## src/rtl/rng_pkg.sv

```systemverilog
// Shared types and constants for the RNG streaming controller.
// Optional build macro: RNG_VON_NEUMANN_EN (Von Neumann debiasing of accepted bits).
package rng_pkg;

    localparam int WORD_W         = 32;
    localparam int BYTES_PER_WORD = 4;

    typedef enum logic [1:0] {
        IDLE  = 2'd0,
        RUN   = 2'd1,
        FLUSH = 2'd2,
        DRAIN = 2'd3
    } rng_state_t;

    typedef struct packed {
        logic              tlast;
        logic [WORD_W-1:0] data;
    } fifo_entry_t;

    // A nonzero byte request shorter than one word still produces a single word.
    function automatic logic [29:0] send_words_of(input logic [31:0] bytes);
        if ((bytes[31:2] == 30'd0) && (bytes != 32'd0)) begin
            return 30'd1;
        end
        return bytes[31:2];
    endfunction

endpackage

```

## src/rtl/rng_sync_fifo.sv

```systemverilog
// First-word-fall-through word FIFO carrying {tlast, data} entries.
// A write while full is accepted only when a read frees a slot in the same cycle.
module rng_sync_fifo
    import rng_pkg::*;
#(
    parameter int FIFO_DEPTH = 16
) (
    input  logic        clk,
    input  logic        rst_n,
    input  logic        wr_en,
    input  fifo_entry_t wr_data,
    input  logic        rd_en,
    output fifo_entry_t rd_data,
    output logic        full,
    output logic        empty
);

    localparam int AW = $clog2(FIFO_DEPTH);

    fifo_entry_t    mem [FIFO_DEPTH];
    logic [AW-1:0]  wr_ptr;
    logic [AW-1:0]  rd_ptr;
    logic [AW:0]    count;
    logic           do_rd;
    logic           do_wr;

    assign full    = (count == (AW+1)'(FIFO_DEPTH));
    assign empty   = (count == '0);
    assign do_rd   = rd_en && !empty;
    assign do_wr   = wr_en && (!full || do_rd);
    assign rd_data = mem[rd_ptr];

    // Storage array; contents need no reset because empty gates the output.
    always_ff @(posedge clk) begin
        if (do_wr) begin
            mem[wr_ptr] <= wr_data;
        end
    end

    // Pointer and occupancy bookkeeping; pointers wrap naturally at the power-of-2 depth.
    always_ff @(posedge clk or negedge rst_n) begin
        if (!rst_n) begin
            wr_ptr <= '0;
            rd_ptr <= '0;
            count  <= '0;
        end else begin
            if (do_wr) begin
                wr_ptr <= wr_ptr + AW'(1);
            end
            if (do_rd) begin
                rd_ptr <= rd_ptr + AW'(1);
            end
            if (do_wr && !do_rd) begin
                count <= count + (AW+1)'(1);
            end else if (!do_wr && do_rd) begin
                count <= count - (AW+1)'(1);
            end
        end
    end

endmodule

```

## src/rtl/rng_stream_ctrl.sv

```systemverilog
// Packs decimated raw TRNG bits into 32-bit words and streams them over AXI4-Stream.
// Optional build macro: RNG_VON_NEUMANN_EN pairs accepted bits (01->0, 10->1, 00/11 dropped).
module rng_stream_ctrl
    import rng_pkg::*;
#(
    parameter int FIFO_DEPTH = 16,
    parameter int DEC_W      = 16
) (
    input  logic        AXIS_ACLK,
    input  logic        AXIS_ARESETN,
    input  logic        RNG_GO,
    input  logic        RNG_STOP,
    input  logic [31:0] RNG_SEND_BYTES,
    input  logic [31:0] RNG_DMA_BYTES,
    input  logic [31:0] RNG_PARAMETER,
    output logic        RNG_RUN,
    output logic        RNG_OVER,
    output logic [31:0] RNG_SENT_BYTES,
    output logic [31:0] RNG_STATS,
    input  logic        RAW_BIT,
    input  logic        RAW_VALID,
    output logic [31:0] M_AXIS_TDATA,
    output logic        M_AXIS_TVALID,
    input  logic        M_AXIS_TREADY,
    output logic        M_AXIS_TLAST
);

    rng_state_t        state;
    logic [29:0]       send_words;
    logic [29:0]       dma_words;
    logic [29:0]       word_cnt;
    logic [29:0]       pkt_cnt;
    logic [DEC_W-1:0]  dec_n;
    logic [DEC_W-1:0]  dec_cnt;
    logic [WORD_W-1:0] shifter;
    logic [WORD_W-1:0] word_data;
    logic [4:0]        bit_cnt;
    logic              word_ready;

    logic              dec_hit;
    logic              is_final;
    logic              tag;
    logic              completing;
    logic              sample_en;
    logic              accept;
    logic              pack_valid;
    logic              pack_bit;
    logic              pop;
    logic              push_room;
    logic              run_push;
    logic              flush_push;
    logic              fifo_wr;
    logic              fifo_full;
    logic              fifo_empty;
    fifo_entry_t       fifo_din;
    fifo_entry_t       fifo_dout;
    logic              unused_inputs;

    assign unused_inputs = ^{RNG_DMA_BYTES[1:0], RNG_PARAMETER};
    assign M_AXIS_TVALID = !fifo_empty;
    assign M_AXIS_TDATA  = fifo_dout.data;
    assign M_AXIS_TLAST  = fifo_dout.tlast;
    assign pop           = M_AXIS_TVALID && M_AXIS_TREADY;

`ifdef RNG_VON_NEUMANN_EN
    logic vn_have;
    logic vn_first;

    // Holds the first half of a Von Neumann pair; dropped on GO and on STOP.
    always_ff @(posedge AXIS_ACLK or negedge AXIS_ARESETN) begin
        if (!AXIS_ARESETN) begin
            vn_have  <= 1'b0;
            vn_first <= 1'b0;
        end else if ((state == IDLE) && RNG_GO) begin
            vn_have  <= 1'b0;
            vn_first <= 1'b0;
        end else if ((state == RUN) && RNG_STOP) begin
            vn_have  <= 1'b0;
        end else if (accept) begin
            vn_have <= !vn_have;
            if (!vn_have) begin
                vn_first <= RAW_BIT;
            end
        end
    end
`endif

    // Sampling qualifiers, packet tagging and FIFO write selection.
    always_comb begin
        dec_hit    = (dec_cnt == dec_n - DEC_W'(1));
        is_final   = (send_words != 30'd0) && (word_cnt + 30'd1 == send_words);
        tag        = ((dma_words != 30'd0) && (pkt_cnt + 30'd1 == dma_words)) || is_final;
        completing = (state == RUN) && word_ready && is_final;
        sample_en  = (state == RUN) && !RNG_STOP && !completing;
        accept     = sample_en && RAW_VALID && dec_hit;
`ifdef RNG_VON_NEUMANN_EN
        pack_valid = accept && vn_have && (vn_first != RAW_BIT);
        pack_bit   = vn_first;
`else
        pack_valid = accept;
        pack_bit   = RAW_BIT;
`endif
        run_push   = (state == RUN) && word_ready;
        push_room  = !fifo_full || pop;
        flush_push = (state == FLUSH) && (pkt_cnt != 30'd0) && !fifo_full;
        fifo_wr    = (run_push && push_room) || flush_push;
        fifo_din.tlast = flush_push ? 1'b1 : tag;
        fifo_din.data  = flush_push ? '0 : word_data;
    end

    // Controller FSM with run configuration, packing datapath and status registers.
    always_ff @(posedge AXIS_ACLK or negedge AXIS_ARESETN) begin
        if (!AXIS_ARESETN) begin
            state          <= IDLE;
            RNG_RUN        <= 1'b0;
            RNG_OVER       <= 1'b0;
            RNG_SENT_BYTES <= '0;
            RNG_STATS      <= '0;
            send_words     <= '0;
            dma_words      <= '0;
            word_cnt       <= '0;
            pkt_cnt        <= '0;
            dec_n          <= DEC_W'(1);
            dec_cnt        <= '0;
            shifter        <= '0;
            word_data      <= '0;
            bit_cnt        <= '0;
            word_ready     <= 1'b0;
        end else begin
            if (pop) begin
                RNG_SENT_BYTES <= RNG_SENT_BYTES + 32'(BYTES_PER_WORD);
            end
            case (state)
                IDLE: begin
                    if (RNG_GO) begin
                        state          <= RUN;
                        RNG_RUN        <= 1'b1;
                        send_words     <= send_words_of(RNG_SEND_BYTES);
                        dma_words      <= RNG_DMA_BYTES[31:2];
                        dec_n          <= (RNG_PARAMETER[DEC_W-1:0] == '0) ? DEC_W'(1)
                                                                          : RNG_PARAMETER[DEC_W-1:0];
                        RNG_SENT_BYTES <= '0;
                        RNG_STATS      <= '0;
                        RNG_OVER       <= 1'b0;
                        shifter        <= '0;
                        bit_cnt        <= '0;
                        dec_cnt        <= '0;
                        word_cnt       <= '0;
                        pkt_cnt        <= '0;
                        word_ready     <= 1'b0;
                    end
                end
                RUN: begin
                    if (sample_en && RAW_VALID) begin
                        dec_cnt <= dec_hit ? '0 : dec_cnt + DEC_W'(1);
                    end
                    if (pack_valid) begin
                        shifter <= {pack_bit, shifter[WORD_W-1:1]};
                        bit_cnt <= bit_cnt + 5'd1;
                        if (bit_cnt == 5'd31) begin
                            word_data <= {pack_bit, shifter[WORD_W-1:1]};
                        end
                        if (pack_bit && (RNG_STATS != 32'hFFFF_FFFF)) begin
                            RNG_STATS <= RNG_STATS + 32'd1;
                        end
                    end
                    word_ready <= pack_valid && (bit_cnt == 5'd31);
                    if (run_push) begin
                        word_cnt <= word_cnt + 30'd1;
                        pkt_cnt  <= tag ? 30'd0 : pkt_cnt + 30'd1;
                        if (!push_room) begin
                            RNG_OVER <= 1'b1;
                        end
                    end
                    if (completing) begin
                        state <= DRAIN;
                    end else if (RNG_STOP) begin
                        state   <= FLUSH;
                        shifter <= '0;
                        bit_cnt <= '0;
                    end
                end
                FLUSH: begin
                    if (pkt_cnt == 30'd0) begin
                        state <= DRAIN;
                    end else if (!fifo_full) begin
                        pkt_cnt <= 30'd0;
                        state   <= DRAIN;
                    end
                end
                DRAIN: begin
                    if (fifo_empty) begin
                        state   <= IDLE;
                        RNG_RUN <= 1'b0;
                    end
                end
                default: begin
                    state   <= IDLE;
                    RNG_RUN <= 1'b0;
                end
            endcase
        end
    end

    rng_sync_fifo #(
        .FIFO_DEPTH (FIFO_DEPTH)
    ) u_fifo (
        .clk     (AXIS_ACLK),
        .rst_n   (AXIS_ARESETN),
        .wr_en   (fifo_wr),
        .wr_data (fifo_din),
        .rd_en   (pop),
        .rd_data (fifo_dout),
        .full    (fifo_full),
        .empty   (fifo_empty)
    );

endmodule
```

## config.mk

```make
export PLATFORM = sky130hd
export DESIGN_NAME = rng_stream_ctrl
export DESIGN_NICKNAME = d
export VERILOG_FILES = /design/src/rtl/rng_pkg.sv /design/src/rtl/rng_sync_fifo.sv /design/src/rtl/rng_stream_ctrl.sv
export SDC_FILE = /design/constraint.sdc
export NUM_CORES = 1
export LEC_CHECK = 0
export BUFFER_PORTS_ARGS = -buffer_cell sky130_fd_sc_hd__buf_2
export CORE_UTILIZATION = 27
export DETAILED_ROUTE_END_ITERATION = 10
export PLACE_DENSITY_LB_ADDON = 0.25
export SYNTH_ARGS = -nofsm -noshare
export SYNTH_HDL_FRONTEND = slang
export SYNTH_SLANG_ARGS = --single-unit
export TNS_END_PERCENT = 30
```

## constraint.sdc

```tcl
create_clock -name AXIS_ACLK -period 4.5 [get_ports AXIS_ACLK]
set_clock_uncertainty 0.05 [all_clocks]
set_input_delay 0.225 -clock AXIS_ACLK [delete_from_list [all_inputs] [get_ports AXIS_ACLK]]
set_output_delay 0.225 -clock AXIS_ACLK [all_outputs]
set_load 0.005 [all_outputs]
```

==> run metrics, run 1 <==
status finished clean; Reg clk slew, reported paths roughly 60 ps; MaxCap Viol Count 0; fin. max-slew vios 0; Post-synth EDFFs 528; GR Overflow Total 0; Fill cells about 13000; average size of a mapped cell approximately 14 µm²; Post-synth ARST share approximately 36%; endpoints failing hold 0; fmax ~250 MHz; placed inst area 40330 µm²; Initial DRC Count 1455; CP Capture Type flop; largest net degree at the start of global routing ~110; chip width about 370 µm; CTS H-tree lvls 3; Post-Route WL about 100 mm; fraction of layout cells with a size suffix above 1 approximately 22%; initial core utilization roughly 27%; Total Neg Setup Slack 0 ps; final period utilization between 90% and 100%; Crit path required time between 5000 and 6000 ps; multi-input combinational cell area around 13000 µm²; Crit path largest cell delay roughly 570 ps; remaining routing DRC violations 0; global-route wire length before repair between 150 and 200 mm; Yosys Warn Count 0; leak pwr about 16 nW; die span in y roughly 370 µm; vias in the first global route ~24000; detailed-router iteration count before antenna repair 5; critical path startpoint category flop; Tmin final 4065 ps; GP Congestion 0.7889; Synth area leader edfxtp_1; WS Path Type reg -> reg; clk sinks between 800 and 900; crit-path cells ha_1 > nand3_1 > or3_1 > or4_1 > a21oi_1 > nand4_1 > or4b_4 > o21ai_4 > buf_4 > nor4_1 > a41o_1 > a21oi_1; largest cells by area after synthesis edfxtp_1 (43%), dfrtp_1 (20%), mux4_2 (10%), nand2_1 (3.7%), xnor2_1 (2.2%); antenna violations before repair 7; nets 3097; WHS 166.2 ps; worst vdd ir around 550 µV; Synth Cell Area ~37000 µm²; Worst-Skew Late Latency slightly below 700 ps; die area roughly 140000 µm²; top cell type's share of synthesized area 42.90%; Seq/Total Area, Yosys a little over three fifths; Distinct cells, synth 87; max_slew headroom around a third; CTS tree yes; Syn Inst Count roughly 2700; pre-CTS WS roughly 280 ps; DP Wirelength around 63 mm; Area Overhead vs Synth 20.30%; Final Cell Area about 44000 µm²; Ports approximately 200; Root Buffer clkbuf_16; DR vias/cell between 4 and 5; Seq cells post-synth about 830; measured slew at the worst slew-check pin 991.8 ps; most frequent CP cell a21oi_1; CTS max path bufs 3; gr usage total 14.68%; FF/Latch Area between 20000 and 25000 µm²; final antenna-violating net count 0; Critical Path AT about 4600 ps; final setup vio count 0; Wirelength per Cell between 20 and 25 µm; num rows between 100 and 150; Tot Pwr between 0.02 and 0.025 W; IO Port Bufs 182; commonest register cell after synthesis edfxtp_1; min-delay worst type in -> async; crit-path max FO 11; CTS buffer count 95; PwrDens 523.2 nW/µm²; worst setup margin around 440 ps; CP max-delay cell or3_1; ANT cells 0; vias 23400; RSZ-0062 raised after global routing no; core box area approximately 140000 µm²
metrics by stage:
step	util, %	std cells
after floorplan	-	2674
after global placement	29.73	4572
after detailed placement	29.73	4572
after CTS	32.77	4835
after global routing	32.78	4835
final	32.78	4835
what timing repair did:
action | CTS | global route
hold buffers | 83 | 0
buffers inserted | 0 | 0
resized for setup | 0 | 1
hold endpoints to repair | 187 | 0
endpoints found under the setup margin | 0 | 8
cell families after synthesis:
logic type                 after synthesis  share of synthesized area [%]
AOI/OAI and AO/OA                      322                          5.840
xor gates and xnor gates               149                          3.531
adders and majority gates               23                         0.7990
buffers and inverters                  189                          2.190
DFF                                    828                          63.22
muxes                                  206                          11.29
other                                    1                        0.01015
and+or+nand+nor                        955                          13.13
power by group:
part,switching [W],internal (W),leakage [nW]
registers,0.000887,0.00860,8.50
logic,0.00318,0.00252,5.87
clock network,0.00328,0.00479,1.61
metal layers:
metal / vias up / part of all wire [%] / wire (µm) / track usage, %
met5: - / 0.053 / 53 / 0
met4: 8 / 2.3 / 2346 / 3.941
met3: 153 / 4.9 / 4926 / 3.149
met2: 500 / 47 / 47780 / 23.58
met1: 11960 / 45 / 45610 / 19.98
li1: 10790 / - / - / -
cell usage after synthesis, types with 10 or more instances:
cell / instances
a21o_1: 14
a21oi_1: 58
a22o_1: 35
a31oi_1: 10
and2_1: 53
and3_1: 34
and4_1: 14
buf_1: 22
buf_2: 15
buf_4: 14
clkbuf_1: 86
dfrtp_1: 299
edfxtp_1: 528
ha_1: 22
inv_1: 45
mux2_2: 36
mux4_2: 165
nand2_1: 365
nand2b_1: 15
nand3_1: 64
nand4_1: 71
nand4b_1: 12
nor2_1: 121
nor3_1: 39
nor4_1: 61
o21ai_0: 89
o31ai_1: 30
or3_1: 35
or4_1: 18
xnor2_1: 94
xor2_1: 55
path summary, 6_finish.rpt:
| kind | to | start | cells past startpoint | slack (ps) |
|---|---|---|---|---|
| max | RNG_STATS[14]$_DFFE_PN0P_ | word_cnt[1]$_DFFE_PN0P_ | 12 | 440 |
| min | RNG_STATS[15]$_DFFE_PN0P_ | AXIS_ARESETN | 2 | 170 |
| max reg2reg | RNG_STATS[14]$_DFFE_PN0P_ | word_cnt[1]$_DFFE_PN0P_ | 12 | 440 |
| min reg2reg | word_data[29]$_DFFE_PN0P_ | word_data[29]$_DFFE_PN0P_ | 1 | 450 |
| max in group asynchronous | RNG_STATS[17]$_DFFE_PN0P_ | AXIS_ARESETN | 3 | 3100 |
| min in group AXIS_ACLK | dma_words[17]$_DFFE_PN0P_ | RNG_DMA_BYTES[19] | 4 | 200 |
placed cells by master (no fill, tap or decap), types with 40 or more instances in the layout:
| cell | Yosys | final |
|---|---|---|
| a21oi_1 | 58 | 58 |
| nand2_1 | 365 | 364 |
| nand3_1 | 64 | 64 |
| inv_1 | 45 | 45 |
| dfrtp_1 | 299 | 295 |
| clkbuf_16 | 0 | 96 |
| buf_2 | 15 | 181 |
| dlygate4sd3_1 | 0 | 83 |
| and2_1 | 53 | 40 |
| edfxtp_1 | 528 | 528 |
| xnor2_1 | 94 | 94 |
| buf_4 | 14 | 59 |
| xor2_1 | 55 | 55 |
| nor2_1 | 121 | 120 |
| nand4_1 | 71 | 71 |
| mux4_2 | 165 | 165 |
| nor4_1 | 61 | 61 |
| o21ai_0 | 89 | 89 |
critical path: cells and delay by family (launching register included):
kind | cells | cell delay, ps
AO/OA/AOI/OAI | 4 | 890
adder cells (fa/ha/maj) | 1 | 300
buffers and inverters | 1 | 210
flip-flops | 1 | 510
AND/OR/NAND/NOR | 6 | 2020
state kept, by name (all words and copies together), names as in the netlist, 2 cells and up:
| name | flops |
|---|---|
| RNG_SENT_BYTES | 30 |
| RNG_STATS | 32 |
| word_cnt | 30 |
| dec_n | 16 |
| u_fifo.count | 5 |
| dec_cnt | 16 |
| state | 2 |
| pkt_cnt | 30 |
| shifter | 31 |
| dma_words | 30 |
| word_data | 32 |
| bit_cnt | 5 |
| send_words | 30 |
| u_fifo.rd_ptr | 4 |
| u_fifo.wr_ptr | 4 |
| u_fifo.mem | 528 |
final cells by class:
cell class	count	share of cell area, %
sequential	828	52.58
multi-input combinational	1657	28.86
clock buffer	122	5.826
timing repair buffer	342	5.747
tap	1781	5.012
clock inverter	58	1.582
inverter	47	0.3968
No activity file was read; power rests on OpenSTA's default activity.
==> run 2: changes to the inputs <==
- BUFFER_PORTS_ARGS: -buffer_cell sky130_fd_sc_hd__buf_2 -> default
- DONT_BUFFER_PORTS: default -> 1
- SYNTH_HIERARCHICAL: default -> 1
==> run metrics, run 2 <==
commonest register cell after synthesis edfxtp_1; final setup vio count 0; Area Overhead vs Synth 17.84%; CTS max path bufs 3; GR Overflow Total 0; Distinct cells, synth 92; average size of a mapped cell between 10 and 15 µm²; num rows 136; Synth area leader edfxtp_1; antenna violations before repair 4; CP Capture Type flop; GP Congestion approximately 0.83; RSZ-0062 raised after global routing no; nets between 3000 and 4000; measured slew at the worst slew-check pin 1066 ps; delay-heaviest family, CP simple AND/OR/NAND/NOR gates; die span in y around 380 µm; WS Path Type reg -> reg; status complete, but fails checks; CTS Hold Bufs between 100 and 150; chip width 375.5 µm; worst vdd ir just over 300 µV; largest cells by area after synthesis edfxtp_1 (42%), dfrtp_1 (20%), nand2_1 (4.9%), mux4_2 (3.9%), mux2i_1 (3.7%); Worst-Skew Late Latency about 720 ps; die area between 100000 and 150000 µm²; WHS -852.9 ps; DR vias/cell 4.899; Critical Path AT roughly 4600 ps; final antenna-violating net count 0; CTS buffer count between 90 and 100; PwrDens roughly 530 nW/µm²; clk sinks just over 800; IO Port Bufs 0; Post-Route WL 103.6 mm; biggest regs u_fifo/mem (528), RNG_STATS (32), word_data (32); core box area approximately 140000 µm²; most frequent cells in the layout edfxtp_1 (528), nand2_1 (490), dfrtp_1 (295), mux2i_1 (138), nor2_1 (113); crit-path cells inv_1 > ha_1 > or3b_1 > nor4_4 > and4b_1 > a2111oi_0 > buf_4 > or2_4 > nor4_4 > o221a_2 > buf_4 > nand3b_1 > nand2_1; final period utilization 91.02%; fraction of layout cells with a size suffix above 1 a little under an eighth; failing checks negative hold slack; Yosys Warn Count 6; min-delay worst type in -> async; Post-CTS Setup Bufs 0; vias in the first global route between 20000 and 25000; initial core utilization between 20% and 30%; Tot Pwr between 0.02 and 0.025 W; Post-synth ARST share 36.23%; Reg-to-Reg Start dec_n[1]$_DFFE_PN0P_; Synth Cell Area 37660 µm²; Post-synth EDFFs ~530; gr usage total 14.66%; CP max-delay cell nor4_4; endpoints failing hold 300; Root Buffer clkbuf_16; Fill cells approximately 14000; critical path startpoint category flop; remaining routing DRC violations 0; Syn Inst Count 2991; crit-path max FO 34; critical path startpoint dec_n[1]$_DFFE_PN0P_; leak pwr between 15 and 20 nW; Critical path buffers and inverters 3; Ports about 200; MaxCap Viol Count 0; fin. max-slew vios 0; Initial DRC Count between 1500 and 2000; Total Neg Setup Slack 0 ps; Wirelength per Cell between 20 and 25 µm; max_slew headroom around 29%; top cell type's share of synthesized area 42.10%; top-count cell post-synth edfxtp_1; vias roughly 25000; flip-flop count of the largest register after layout 528; global-route wire length before repair 158.2 mm; detailed-router iteration count before antenna repair 5; largest net degree at the start of global routing 301; Reg clk slew, reported paths approximately 60 ps; Crit path required time 5020 ps; CTS H-tree lvls 3; fmax between 200 and 250 MHz; Tmin final ~4000 ps; Seq cells post-synth between 800 and 900; Seq/Total Area, Yosys slightly above 60%; largest reg by FF count u_fifo/mem; CTS tree yes; most common cell after layout, fill and taps aside edfxtp_1; DP Wirelength 62.07 mm; Crit path largest cell delay around 630 ps; most frequent cells after synthesis edfxtp_1 (528), nand2_1 (492), dfrtp_1 (299)
==> run 2: changes by cell type after synthesis, moves of 22 or more <==
cell,change
buf_2,+37
a22o_1,-28
clkbuf_1,+31
a22oi_1,+33
nand2_1,+127
mux2i_1,+133
nand3b_1,+29
or3_1,-22
a221oi_1,+64
mux4_2,-99
==> run 2: metrics by stage <==
step | hold WS [ps] | setup WS, ps | util, % | instance area (µm²) | instances
floorplan | -120.6 | 1064 | - | 37670 | 2992
global placement | -113.0 | 455.6 | 29.01 | 40040 | 4756
detailed placement | -112.7 | 419.1 | 29.01 | 40040 | 4756
CTS | -911.1 | 410.0 | 32.16 | 44380 | 5047
global route | -900.6 | 97.10 | 32.16 | 44380 | 5047
finish | -852.9 | 404.2 | 32.16 | 44380 | 5048
==> run 2: timing repair <==
action | CTS | global route
hold endpoints to repair | 399 | 300
endpoints found under the setup margin | 0 | 0
resized for setup | 0 | 0
==> run 2: cells by family (layout without fill, tap and decap cells) <==
group	Yosys count	after routing	synth area share (%)
simple gates	1085	1085	14.47
flops	828	828	62.03
compound gates	453	453	8.385
mux	239	239	8.660
buf+inv	228	420	2.541
xor+xnor	134	134	3.116
fa+ha+maj	23	23	0.7840
other cells	1	3	0.009956
==> run 2: path summary, 6_finish.rpt <==
check	slack (ps)	cells past startpoint	endpoint
min in group AXIS_ACLK	150	3	dec_n[3]$_DFFE_PN0P_
setup reg to reg	400	13	shifter[26]$_DFFE_PN0P_
max in group asynchronous	4510	0	dma_words[28]$_DFFE_PN0P_
setup / recovery	400	13	shifter[26]$_DFFE_PN0P_
hold / removal	-850	0	RNG_SENT_BYTES[15]$_DFF_PN0_
hold reg to reg	430	2	shifter[27]$_DFFE_PN0P_
==> run 2: per-layer routing <==
metal | global-route usage [%] | part of all wire, % | wire length, µm
met2 | 23.67 | 47 | 48410
met1 | 19.36 | 45 | 46550
met3 | 3.587 | 6.0 | 6198
met5 | 0 | 0.043 | 45
met4 | 4.367 | 2.3 | 2428
==> run 2: layout make-up <==
| class | count | area (µm²) | area share, % |
|---|---|---|---|
| clock buffers | 133 | 2634 | 5.934 |
| repair buffers | 191 | 1839 | 4.144 |
| well taps | 1863 | 2331 | 5.252 |
| clock inverters | 51 | 635.6 | 1.432 |
| diodes | 1 | 2.502 | 0.005638 |
| flip-flops and latches | 828 | 23370 | 52.66 |
| inverters | 45 | 168.9 | 0.3806 |
| multi-input cells | 1936 | 13400 | 30.19 |
==> run 2: power by group <==
group	internal (W)	total, W	switching, W
clock network	0.00472	0.00806	0.00334
logic	0.00234	0.00597	0.00363
registers	0.00861	0.00943	0.000826
